$ cat src/rtl/sram_data_controller_pkg.sv
// Shared definitions for the SRAM data controller:
// FSM encoding, default base address, SRAM data width.
package sram_data_controller_pkg;

   typedef enum logic [1:0] {
      IDLE = 2'd0,
      LO   = 2'd1,
      HI   = 2'd2,
      DONE = 2'd3
   } state_t;

   localparam int unsigned BASE_ADDR_DEF = 1024;
   localparam int          DATA_W        = 16;
   localparam int          CNT_W         = 4;

endpackage

$ cat src/rtl/sram_data_controller_if.sv
// MEM-stage request/response bundle plus the SRAM pad signals.
// master = pipeline/pad side, slave = controller.
interface sram_data_controller_if #(
   parameter int SRAM_ADDR_W = 18
);
   import sram_data_controller_pkg::*;

   logic                   rd_en;
   logic                   wr_en;
   logic [31:0]            address;
   logic [31:0]            write_data;
   logic [31:0]            read_data;
   logic                   ready;
   logic [SRAM_ADDR_W-1:0] sram_addr;
   logic [DATA_W-1:0]      sram_dq_out;
   logic [DATA_W-1:0]      sram_dq_in;
   logic                   sram_dq_oe;
   logic                   sram_we_n;

   modport master (
      output rd_en, wr_en, address, write_data, sram_dq_in,
      input  read_data, ready, sram_addr, sram_dq_out,
      input  sram_dq_oe, sram_we_n
   );

   modport slave (
      input  rd_en, wr_en, address, write_data, sram_dq_in,
      output read_data, ready, sram_addr, sram_dq_out,
      output sram_dq_oe, sram_we_n
   );

endinterface

$ cat src/rtl/sram_data_controller_wait_counter.sv
// Per-half wait counter; wraps to 0 after its last cycle
// so the same counter times both the LO and HI halves.
module sram_wait_counter
   import sram_data_controller_pkg::*;
#(
   parameter int unsigned WAIT_CYCLES = 5
) (
   input  logic             clk,
   input  logic             rst,
   input  logic             clear,
   input  logic             en,
   output logic [CNT_W-1:0] wait_cnt,
   output logic             last
);

   assign last = (wait_cnt == CNT_W'(WAIT_CYCLES - 1));

   // count 0..WAIT_CYCLES-1 while enabled, held at 0 when cleared
   always_ff @(posedge clk) begin
      if (rst || clear) begin
         wait_cnt <= '0;
      end else if (en) begin
         if (last)
            wait_cnt <= '0;
         else
            wait_cnt <= wait_cnt + CNT_W'(1);
      end
   end

endmodule

$ cat src/rtl/sram_data_controller.sv
// Splits each 32-bit MEM access into two timed 16-bit SRAM accesses.
// Optional write posting: define SRAM_WRITE_BUFFER_EN.
module sram_data_controller
   import sram_data_controller_pkg::*;
#(
   parameter int unsigned WAIT_CYCLES = 5,
   parameter int unsigned BASE_ADDR   = BASE_ADDR_DEF,
   parameter int          SRAM_ADDR_W = 18
) (
   input logic                  clk,
   input logic                  rst,
   sram_data_controller_if.slave bus
);

   state_t                 state;
   state_t                 state_nx;
   logic                   req;
   logic                   start;
   logic                   active;
   logic                   half;
   logic                   post_now;
   logic                   wr_q;
   logic                   post_q;
   logic [SRAM_ADDR_W-2:0] idx_q;
   logic [31:0]            data_q;
   logic [31:0]            offset;
   logic [31:0]            read_data;
   logic [CNT_W-1:0]       wait_cnt;
   logic                   last;
   logic                   unused_bits;

   assign req    = bus.rd_en | bus.wr_en;
   assign offset = bus.address - 32'(BASE_ADDR);
   assign active = (state == LO) | (state == HI);
   assign half   = (state == HI);

   assign unused_bits = ^{offset[31:SRAM_ADDR_W+1], offset[1:0], wait_cnt};

`ifdef SRAM_WRITE_BUFFER_EN
   assign post_now  = bus.wr_en;
   assign bus.ready = ~req | (state == DONE) | ((state == IDLE) & bus.wr_en);
`else
   assign post_now  = 1'b0;
   assign bus.ready = ~req | (state == DONE);
`endif

   sram_wait_counter #(
      .WAIT_CYCLES(WAIT_CYCLES)
   ) u_wait (
      .clk      (clk),
      .rst      (rst),
      .clear    (~active),
      .en       (active),
      .wait_cnt (wait_cnt),
      .last     (last)
   );

   // state register
   always_ff @(posedge clk) begin
      if (rst)
         state <= IDLE;
      else
         state <= state_nx;
   end

   // next state; posted writes return straight to IDLE
   always_comb begin
      state_nx = state;
      start    = 1'b0;
      unique case (state)
         IDLE: begin
            if (req) begin
               state_nx = LO;
               start    = 1'b1;
            end
         end
         LO:   if (last) state_nx = HI;
         HI:   if (last) state_nx = post_q ? IDLE : DONE;
         DONE: state_nx = IDLE;
         default: state_nx = IDLE;
      endcase
   end

   // capture op, word index and store data when an access starts
   always_ff @(posedge clk) begin
      if (rst) begin
         wr_q   <= 1'b0;
         post_q <= 1'b0;
         idx_q  <= '0;
         data_q <= '0;
      end else if (start) begin
         wr_q   <= bus.wr_en;
         post_q <= post_now;
         idx_q  <= offset[SRAM_ADDR_W:2];
         data_q <= bus.write_data;
      end
   end

   // load each read half on the last cycle of its window
   always_ff @(posedge clk) begin
      if (rst) begin
         read_data <= '0;
      end else if (active && !wr_q && last) begin
         if (half)
            read_data[31:16] <= bus.sram_dq_in;
         else
            read_data[15:0]  <= bus.sram_dq_in;
      end
   end

   assign bus.read_data   = read_data;
   assign bus.sram_addr   = {idx_q, half};
   assign bus.sram_dq_out = half ? data_q[31:16] : data_q[15:0];
   assign bus.sram_dq_oe  = active & wr_q;
   assign bus.sram_we_n   = ~(active & wr_q & ~last);

endmodule

$ cat src/flat_wrapper.sv
// flat-port wrapper written by rule: the top's interface ports become plain ports
module sram_data_controller_flat import sram_data_controller_pkg::*;
#(
   parameter int unsigned WAIT_CYCLES = 5,
   parameter int unsigned BASE_ADDR   = BASE_ADDR_DEF,
   parameter int          SRAM_ADDR_W = 18
)
  (clk, rst, bus_rd_en, bus_wr_en, bus_address, bus_write_data, bus_sram_dq_in, bus_read_data, bus_ready, bus_sram_addr, bus_sram_dq_out, bus_sram_dq_oe, bus_sram_we_n);
  sram_data_controller_if #(.SRAM_ADDR_W(SRAM_ADDR_W)) bus_i ();
  input logic clk;
  input logic rst;
  input wire logic [$bits(bus_i.rd_en)-1:0] bus_rd_en;
  input wire logic [$bits(bus_i.wr_en)-1:0] bus_wr_en;
  input wire logic [$bits(bus_i.address)-1:0] bus_address;
  input wire logic [$bits(bus_i.write_data)-1:0] bus_write_data;
  input wire logic [$bits(bus_i.sram_dq_in)-1:0] bus_sram_dq_in;
  output wire logic [$bits(bus_i.read_data)-1:0] bus_read_data;
  output wire logic [$bits(bus_i.ready)-1:0] bus_ready;
  output wire logic [$bits(bus_i.sram_addr)-1:0] bus_sram_addr;
  output wire logic [$bits(bus_i.sram_dq_out)-1:0] bus_sram_dq_out;
  output wire logic [$bits(bus_i.sram_dq_oe)-1:0] bus_sram_dq_oe;
  output wire logic [$bits(bus_i.sram_we_n)-1:0] bus_sram_we_n;
  assign bus_i.rd_en = bus_rd_en;
  assign bus_i.wr_en = bus_wr_en;
  assign bus_i.address = bus_address;
  assign bus_i.write_data = bus_write_data;
  assign bus_i.sram_dq_in = bus_sram_dq_in;
  assign bus_read_data = bus_i.read_data;
  assign bus_ready = bus_i.ready;
  assign bus_sram_addr = bus_i.sram_addr;
  assign bus_sram_dq_out = bus_i.sram_dq_out;
  assign bus_sram_dq_oe = bus_i.sram_dq_oe;
  assign bus_sram_we_n = bus_i.sram_we_n;
  sram_data_controller #(.WAIT_CYCLES(WAIT_CYCLES), .BASE_ADDR(BASE_ADDR), .SRAM_ADDR_W(SRAM_ADDR_W)) u_core (.clk(clk), .rst(rst), .bus(bus_i));
endmodule
$ cat config.mk
export PLATFORM = sky130hd
export DESIGN_NAME = sram_data_controller_flat
export DESIGN_NICKNAME = d
export VERILOG_FILES = /design/src/rtl/sram_data_controller_pkg.sv /design/src/rtl/sram_data_controller_if.sv /design/src/rtl/sram_data_controller_wait_counter.sv /design/src/rtl/sram_data_controller.sv /design/src/flat_wrapper.sv
export SDC_FILE = /design/constraint.sdc
export NUM_CORES = 1
export LEC_CHECK = 0
export BUFFER_PORTS_ARGS = -buffer_cell sky130_fd_sc_hd__buf_2
export CAP_MARGIN = 20
export CORE_AREA = 3 3 97 99
export CTS_CLUSTER_DIAMETER = 60
export DETAILED_ROUTE_END_ITERATION = 7
export DIE_AREA = 0 0 100 102
export GPL_TIMING_DRIVEN = 1
export PLACE_DENSITY = 0.79
export SYNTH_ARGS = -nofsm -noshare
export SYNTH_HDL_FRONTEND = slang
export SYNTH_SLANG_ARGS = --single-unit
$ cat constraint.sdc
create_clock -name clk -period 2 [get_ports clk]
set_clock_uncertainty 0.1 [all_clocks]
set_input_delay 0.5 -clock clk [delete_from_list [all_inputs] [get_ports clk]]
set_output_delay 0.5 -clock clk [all_outputs]
set_load 0.01 [all_outputs]
==> metrics.txt <==
share of synthesized area spent on multiplexers 14.0%; total number of clock tree sinks 88; net count after synthesis 501; path category of the worst min-delay check in2reg; die area 0.0102 mm²; hold path depth 3; area fraction of the dominant cell type after synthesis 47.5%; First-pass DRT Iterations 4; final-report setup violation count 17; post-synthesis xor/xnor area fraction 0.472%; number of placement rows 34; Seq/Total Area, Yosys a little under half; Global Route Usage Sum 18.0%; clock tree from TritonCTS done; commonest cells after routing, fill and taps aside sky130_fd_sc_hd__buf_2 (118), sky130_fd_sc_hd__dfxtp_1 (86), sky130_fd_sc_hd__nand2_1 (82); count of cell types in the netlist 36; number of placed I/O pins between 150 and 200; layout-stage area growth over the synthesis result 37.4%; worst reg-to-reg setup slack 110 ps; DP Wirelength 6380 µm; number of buffers created by CTS 9; vias in the first global route 3,260; post-synthesis instance area 0.00371 mm²; reg2reg start u_core.u_wait.wait_cnt[0]; Crit path arrival time 1550 ps; number of design-rule violations left by the first detailed-router iteration 89; total power per unit cell area 1150 mW/mm²; GR Overflow Total 0; Hold-fix buffers, CTS 0; final-stage net count 641; layout cells sized above 1 36.3%; largest cells by area after synthesis sky130_fd_sc_hd__dfxtp_1 (48%), sky130_fd_sc_hd__mux2i_1 (9.2%), sky130_fd_sc_hd__nand2b_1 (8.8%); maximum number of pins on one net before global-route repair 60; worst hold path endpoint u_core.idx_q[4]; largest family of logic cells by synthesized area simple AND/OR/NAND/NOR gates; antenna diode instance count 0; vias per std cell 4.97; end of the worst register-to-register path u_core.bus.read_data[2]; endpoint kind of the worst setup timing path output port; Wirelength per Cell 13.9 µm; relative max-transition margin 66.1%; quantity of I/O buffers inserted on ports 137; clock insertion delay at the later pin of the skew report 340 ps; Tcrit/Tclk final 107%; Syn Inst Count 410; Final Hold Viols 0; worst setup margin -148 ps; clock-pin slew on the worst setup and hold paths 90 ps; # fillers 746; global-route wire length before repair around 15,000 µm; Worst Reg-to-Reg Cells 7; run status finished with violations; maximum frequency from static timing analysis 465 MHz; most common library cell in the layout ignoring fill and taps sky130_fd_sc_hd__buf_2; Initial Utilization 42.9%; RSZ-0062 raised after global routing true; Critical Path Start Type register; Worst-Margin Slew 507 ps; arithmetic-cell share of the synthesized area counting full adders, half adders and majority gates 2.36%; violations in the final reports setup timing; RD Place Congestion about 0.80; post-route antenna net violation count 0; die extent in x 100 µm; maximum level of the CTS H-tree 3; worst path required time approximately 1400 ps; worst-path fanout max 8; mean instance size in the synthesized netlist 9.05 µm²; clock root buffer master sky130_fd_sc_hd__clkbuf_8; post-synthesis sequential element count between 80 and 90; share of the synthesized area in compound gates (AO/OA/AOI/OAI) 9.28%; minimum period implied by the final worst setup slack ~2100 ps; biggest area consumer among synthesized cells sky130_fd_sc_hd__dfxtp_1; number of antenna violations at the first check in global routing 0; worst hold-check slack 284 ps; Synth Area in Simple Gates around 22%; count of unresolved DRC violations after routing 0; Leakage Power 2.35 nW; core region area 0.00864 mm²; critical path start-end classification reg2out; worst vdd ir ~800 µV; die boundary height 102 µm; startpoint of the tightest hold check path bus_address[6]; count of synthesis-stage warnings from yosys 0; vias after detailed routing 3,290; clock tree buffer depth 2; final wirelength 9190 µm; total power 5.85 mW; max capacitance violation total 0; final slew viol count 0
==> flip-flops by register name, summed over array words and instances, names as in the netlist <==
name / cells
u_core.wr_q: 1
u_core.bus.read_data: 32
u_core.idx_q: 17
u_core.u_wait.wait_cnt: 4
u_core.state: 2
u_core.data_q: 32
==> per-stage QoR <==
| stage | setup WS (ps) | area, µm² | std cells | setup TNS [ps] | util [%] |
|---|---|---|---|---|---|
| after global placement | -23.5 | 4610 | 641 | -23.5 | 53.3 |
| after floorplan | 32.6 | 3710 | 410 | 0 | - |
| after detailed placement | -85.0 | 4610 | 641 | -92.7 | 53.3 |
| after CTS | -165 | 5060 | 660 | -2560 | 58.6 |
| final | -148 | 5090 | 662 | -2180 | 59.0 |
| after global routing | -204 | 5090 | 662 | -3200 | 59.0 |
==> kinds of logic after synthesis <==
family,Yosys count
simple gates,168
flops,88
compound gates,60
mux,50
buf+inv,35
fa+ha+maj,7
xor+xnor,2
==> report_power, final <==
part,switching (mW),internal [mW],total (mW),leakage [nW]
registers,0.172,2.05,2.22,0.720
logic,1.22,1.19,2.41,1.54
clock network,0.606,0.602,1.21,0.0904
==> per-layer routing <==
layer  share of wire [%]  vias up  global-route usage [%]
met4                 1.4        0                    6.11
met1                  43     1514                    21.6
li1                    -     1639                       -
met5                   0        -                       0
met3                 9.7       15                    6.14
met2                  46      122                    30.5
==> synth_stat cells (all sizes together) <==
cell type,n
nand2b,52
nor4,2
nor4b,1
and3b,1
nand4b,1
buf,10
and4,1
a211oi,7
a21oi,42
or3b,1
mux2i,34
mux2,16
or2,1
ha,7
clkbuf,18
o21ai,3
or3,2
and2,1
dfxtp,88
nor2,14
inv,7
o31ai,2
nand3,1
a311oi,4
nor3,2
xor2,1
o2bb2ai,1
nand3b,2
or4,3
xnor2,1
o21a,1
nand2,83
==> what timing repair did <==
action | CTS | global route
buffers inserted | 3 | 2
endpoints found under the setup margin | 19 | 19
gates cloned | 1 | 0
pin swaps | 1 | 0
resized for setup | 43 | 4
==> how the worst max path moves through the flow <==
stage / endpoint / from / cells after the start / slack, ps
global route: bus_sram_dq_out[11] / u_core.state[0] / 5 / -200
CTS: bus_sram_dq_out[8] / u_core.state[0] / 5 / -170
floorplan: bus_sram_dq_out[10] / u_core.state[0] / 5 / 30
finish: bus_sram_dq_out[11] / u_core.state[0] / 5 / -150
detailed placement: u_core.idx_q[14] / bus_address[11] / 6 / -80
global placement: u_core.idx_q[14] / bus_address[11] / 6 / -20
==> critical path, cell delays in order, from the launching register on <==
cell                      delay, ps
sky130_fd_sc_hd__dfxtp_2        330
sky130_fd_sc_hd__inv_2           80
sky130_fd_sc_hd__ha_4           190
sky130_fd_sc_hd__buf_12         160
sky130_fd_sc_hd__mux2_4         320
sky130_fd_sc_hd__buf_6          120
==> layout make-up <==
cell class / count / area (µm²) / area share, %
multi-input combinational: 287 / 1920 / 37.8
sequential: 88 / 1760 / 34.6
timing repair buffer: 157 / 1050 / 20.6
clock buffer: 10 / 138 / 2.70
tap: 108 / 135 / 2.65
clock inverter: 5 / 57.6 / 1.13
inverter: 7 / 26.3 / 0.516
Power figures use the tool's default switching activity.
